--- src/rtl/c7bifu_iq.sv ---
// Instruction queue between fetch return and decode: circular FIFO of {pc, inst}.
// Optional same-cycle bypass through an empty queue when C7BIFU_IQ_BYPASS_EN is defined.
module c7bifu_iq #(
  parameter int DEPTH     = 4,
  parameter int PTR_W     = 2,
  parameter int AFULL_LVL = 3
) (
  input  logic        clk,
  input  logic        reset,
  input  logic        flush,
  input  logic        stall,
  input  logic        fch_vld,
  input  logic [31:0] fch_addr,
  input  logic [31:0] fch_inst,
  output logic        iq_rdy,
  output logic        fch_afull,
  output logic        inst_vld_f,
  output logic [31:0] inst_addr_f,
  output logic [31:0] inst_f,
  output logic        iq_empty
);

  localparam logic [PTR_W:0] CNT_FULL  = (PTR_W+1)'(DEPTH);
  localparam logic [PTR_W:0] CNT_AFULL = (PTR_W+1)'(AFULL_LVL);

  logic [DEPTH-1:0][31:0] addr_q, inst_q;
  logic [PTR_W-1:0]       wr_ptr_q, wr_ptr_d;
  logic [PTR_W-1:0]       rd_ptr_q, rd_ptr_d;
  logic [PTR_W:0]         cnt_q, cnt_d;

  logic empty, full, byp, push, pop;

  assign empty = (cnt_q == '0);
  assign full  = (cnt_q == CNT_FULL);

`ifdef C7BIFU_IQ_BYPASS_EN
  // Empty queue and decode free: hand the fetch straight through, nothing stored.
  assign byp = empty & fch_vld & ~stall & ~flush;
`else
  assign byp = 1'b0;
`endif

  assign push = fch_vld & ~full & ~flush & ~byp;
  assign pop  = ~empty & ~stall & ~flush;

  assign iq_rdy     = ~full;
  assign fch_afull  = (cnt_q >= CNT_AFULL);
  assign iq_empty   = empty;
  assign inst_vld_f = pop | byp;

`ifdef C7BIFU_IQ_BYPASS_EN
  assign inst_addr_f = byp ? fch_addr : addr_q[rd_ptr_q];
  assign inst_f      = byp ? fch_inst : inst_q[rd_ptr_q];
`else
  assign inst_addr_f = addr_q[rd_ptr_q];
  assign inst_f      = inst_q[rd_ptr_q];
`endif

  always_comb begin
    wr_ptr_d = wr_ptr_q;
    rd_ptr_d = rd_ptr_q;
    cnt_d    = cnt_q;
    if (push) wr_ptr_d = wr_ptr_q + PTR_W'(1);
    if (pop)  rd_ptr_d = rd_ptr_q + PTR_W'(1);
    case ({push, pop})
      2'b10:   cnt_d = cnt_q + (PTR_W+1)'(1);
      2'b01:   cnt_d = cnt_q - (PTR_W+1)'(1);
      default: cnt_d = cnt_q;
    endcase
    if (flush) begin
      wr_ptr_d = '0;
      rd_ptr_d = '0;
      cnt_d    = '0;
    end
  end

  always_ff @(posedge clk) begin
    if (reset) begin
      wr_ptr_q <= '0;
      rd_ptr_q <= '0;
      cnt_q    <= '0;
    end else begin
      wr_ptr_q <= wr_ptr_d;
      rd_ptr_q <= rd_ptr_d;
      cnt_q    <= cnt_d;
    end
  end

  // Storage is never cleared; occupancy alone decides what is live.
  always_ff @(posedge clk) begin
    if (push) begin
      addr_q[wr_ptr_q] <= fch_addr;
      inst_q[wr_ptr_q] <= fch_inst;
    end
  end

endmodule

--- config.mk ---
export PLATFORM = sky130hd
export DESIGN_NAME = c7bifu_iq
export DESIGN_NICKNAME = d
export VERILOG_FILES = /design/src/rtl/c7bifu_iq.sv
export SDC_FILE = /design/constraint.sdc
export NUM_CORES = 1
export LEC_CHECK = 0
export CAP_MARGIN = 30
export CORE_ASPECT_RATIO = 0.5
export CORE_MARGIN = 3
export CORE_UTILIZATION = 45
export CTS_CLUSTER_DIAMETER = 100
export CTS_CLUSTER_SIZE = 14
export DETAILED_ROUTE_END_ITERATION = 12
export GPL_TIMING_DRIVEN = 0
export HOLD_SLACK_MARGIN = 0.03
export PLACE_DENSITY = 0.7
export REMOVE_ABC_BUFFERS = 1
export SYNTH_ARGS = -nofsm -noshare
export SYNTH_HDL_FRONTEND = slang
export SYNTH_SLANG_ARGS = --single-unit
--- constraint.sdc ---
create_clock -name clk -period 2.6 [get_ports clk]
set_input_delay 0.39 -clock clk [delete_from_list [all_inputs] [get_ports clk]]
set_output_delay 0.39 -clock clk [all_outputs]
set_load 0.03 [all_outputs]
==> flow_summary.ini <==
[die]
fp.dieH_um = 110
ios = 137
chipWidth_um = 214
die-area_um2 = 23500
start_util_pct = 46.6
num_rows = 37
core_um2 = 20900

[setup_path]
rr_startpoint = cnt_q[0]
crit_path_max_fanout = 10
ff2ff_path_depth = 9
timing.setup.critical_path_class = reg2out
cp.arrival_ps = 2130
crit_required_ps = 2210
start_kind = flip-flop
reg2reg_to = cnt_q[2]
ff2ff_setup_slack_ps = 220
crit_path_end_kind = output port

[routing]
wl_met1_mm = 8.23
drt_iter0_markers = 220
route.detailed.drc = 0
drt-pass1-iter-count = 4
wl_met2_mm = 8.81
post_drt_wl_per_cell_um = 21.2
via_per_inst = 5.19
vias = 4405
dr_wl_met3_um = 609
ant_nets = 0
top_layer = met4
routed_wl_mm = 18.0

[worst_hold_path]
whs_path_depth = 2
holdPathEnd = wr_ptr_q[0]
hold_class = reg2reg
hp-start = wr_ptr_q[0]

[placement]
gp_congestion = 0.750
portBuffers = 136
dp_cells = 808
dpl.hpwl_mm = 10.5

[yosys]
ys_seq_area_share_pct = 80.5
synthArstFlopShare_pct = 0
synthTopCellsByArea = edfxtp_1 79%, mux4_2 15%, dfxtp_1 1.4%, buf_12 0.82%, ha_1 0.64%
synth_top_area_cell = edfxtp_1
synthMuxAreaShare_pct = 14.9
synthFlopType = edfxtp_1
synth_top_area_share_pct = 79.0
synth_cell_types = 31
synth_xor_area_share_pct = 0.180
synth_edf_count = 256
synth_simple_gate_area_share_pct = 1.39
synth_top_family_by_area = multiplexers
syn_inst = 390
syn_avg_cell_area_um2 = 24.9
synth-seq-cells = 263
synth_compound_area_share_pct = 0.412
yosys.area_share.adder_pct = 0.849
synthTopCellsByCount = 256 x edfxtp_1, 64 x mux4_2, 7 x dfxtp_1, 6 x buf_2, 6 x inv_1
synthesis.area_um2 = 9730
yosys_warnings = 0
synthMostInstantiatedCell = edfxtp_1

[timing]
finalHoldViolCount = 0
relSlewSlack_pct = 62.7
worst_pin_slew_ps = 559
post-route-period-util_pct = 96.9
fin_crit_ps = 2520
setup_violations = 0
clock_skew_ps = 8.65
fmax_ghz = 0.397
final_max_slew_viol_count = 0

[clock_tree]
clk_latency_ps = 500
cts_tree = built
cts_max_path_buffers = 3
cts_htree_levels = 1
path_clk_slew_ps = 70
clock_sinks = 263
root_buffer = clkbuf_16
cts-buffers-inserted = 22
hold_buffers = 0

[power]
power_density_nw_per_um2 = 670
p_leak_nw = 3.87
peakVddDrop_mv = 0.355
intPower_mw = 6.51
switching_share_pct = 19.8
p_switching_mw = 1.61
power_mw = 8.12
combPwrFrac_pct = 5.3
clockPowerShare_pct = 36.6
seqPwrFrac_pct = 58.2

[finish]
area_growth_pct = 24.7
drive_gt1_share_pct = 20.1
final_nets = 623
stdcell_count = 849
fill_cells = 1539

[global_routing]
grt_use_total_pct = 15.3
grt_pass1_wl_mm = 27.4
grt_pass1_vias = 4687
antenna_found_initial = 1
grt_overflow = 0
grt_start_max_net_pins = 48

[flow_run]
maxCapViolations = 0

[status]
status = finished, final reports clean
-- how the worst max path moves through the flow --
stage                      startpoint               to  cells past startpoint
final                     rd_ptr_q[0]  inst_addr_f[18]                      4
after global routing      rd_ptr_q[0]  inst_addr_f[18]                      4
after floorplan           rd_ptr_q[0]   inst_addr_f[0]                      1
after global placement    rd_ptr_q[0]       inst_f[23]                      2
after detailed placement  rd_ptr_q[0]       inst_f[23]                      3
after CTS                 rd_ptr_q[0]       inst_f[23]                      3
-- layout by cell type, fill, tap and decap left out --
cell,count
clkbuf_2,1
clkinv_2,1
xor2_1,2
nand4_1,2
a21oi_1,1
nand3_1,1
dlygate4sd2_1,62
or3_1,3
fa_1,1
clkbuf_1,8
a21boi_0,1
buf_12,4
and3_4,4
inv_2,1
o21ai_0,1
or3b_4,1
inv_1,6
ha_1,5
o21ai_1,3
buf_4,4
nor2b_1,1
nor3_1,3
clkbuf_16,24
diode_2,1
and2_4,1
buf_16,4
nor2_1,3
dfxtp_1,5
dfxtp_4,2
edfxtp_1,256
mux4_2,64
a21o_1,1
nand2_1,4
clkdlybuf4s15_1,2
nand4b_1,1
clkdlybuf4s50_1,71
mux2i_1,1
buf_8,1
-- timing repair --
item,4_1_cts,5_1_grt
cloned,0,1
resized for setup,65,5
setup buffers,7,0
endpoints found under the setup margin,65,11
-- flip-flops by register name, indices dropped and copies added, names as in the netlist --
name	count
inst_q	128
wr_ptr_q	2
rd_ptr_q	2
cnt_q	3
addr_q	128
-- critical path, stage by stage, from the launching register on --
cell,delay (ps)
dfxtp_4,410
buf_4,160
buf_12,160
mux4_2,520
dlygate4sd2_1,380
-- power groups by stage --
stage | combinational, mW | sequential (mW) | clock, mW
detailed placement | 0.459 | 4.82 | 0
finish | 0.427 | 4.72 | 2.97
CTS | 0.432 | 4.72 | 3.06
floorplan | 0.190 | 4.82 | 0
global route | 0.454 | 4.73 | 3.23
global placement | 0.442 | 4.83 | 0
-- logic make-up (layout without fill, tap and decap cells) --
kind of cell,count (synthesis),count (layout)
xor+xnor,2,2
fa+ha+maj,6,6
flops,263,263
mux,65,65
buf+inv,23,189
other cells,0,1
simple gates,24,24
compound gates,7,7
-- layout make-up --
class,instances,area (um2),area share [%]
flip-flops and latches,263,7840,64.6
multi-input cells,104,1750,14.4
repair buffers,150,1540,12.7
clock buffers,31,606,4.99
well taps,292,365,3.01
inverters,7,26.3,0.217
clock inverters,1,5.00,0.0413
diodes,1,2.50,0.0206
-- through the flow --
stage                     setup TNS [ps]  setup WS [ps]  area, um2  hold WS [ps]  utilization (%)
final                                  0           81.4      12100           505             58.1
after global routing               -14.0          -5.68      12100           503             58.1
after CTS                              0           40.7      12100           493             57.9
after detailed placement          -11700           -184      11500           495             55.0
after global placement           -721120          -3170      11300           479             54.2
after floorplan                  -141140          -1320       9580           461                -
-- metal layers --
| layer | vias up | track usage (%) |
|---|---|---|
| li1 | 1970 | - |
| met1 | 2324 | 21.8 |
| met2 | 86 | 25.2 |
| met3 | 25 | 2.71 |
| met4 | 0 | 3.72 |
| met5 | - | 0 |
Power figures use the tool's default switching activity.
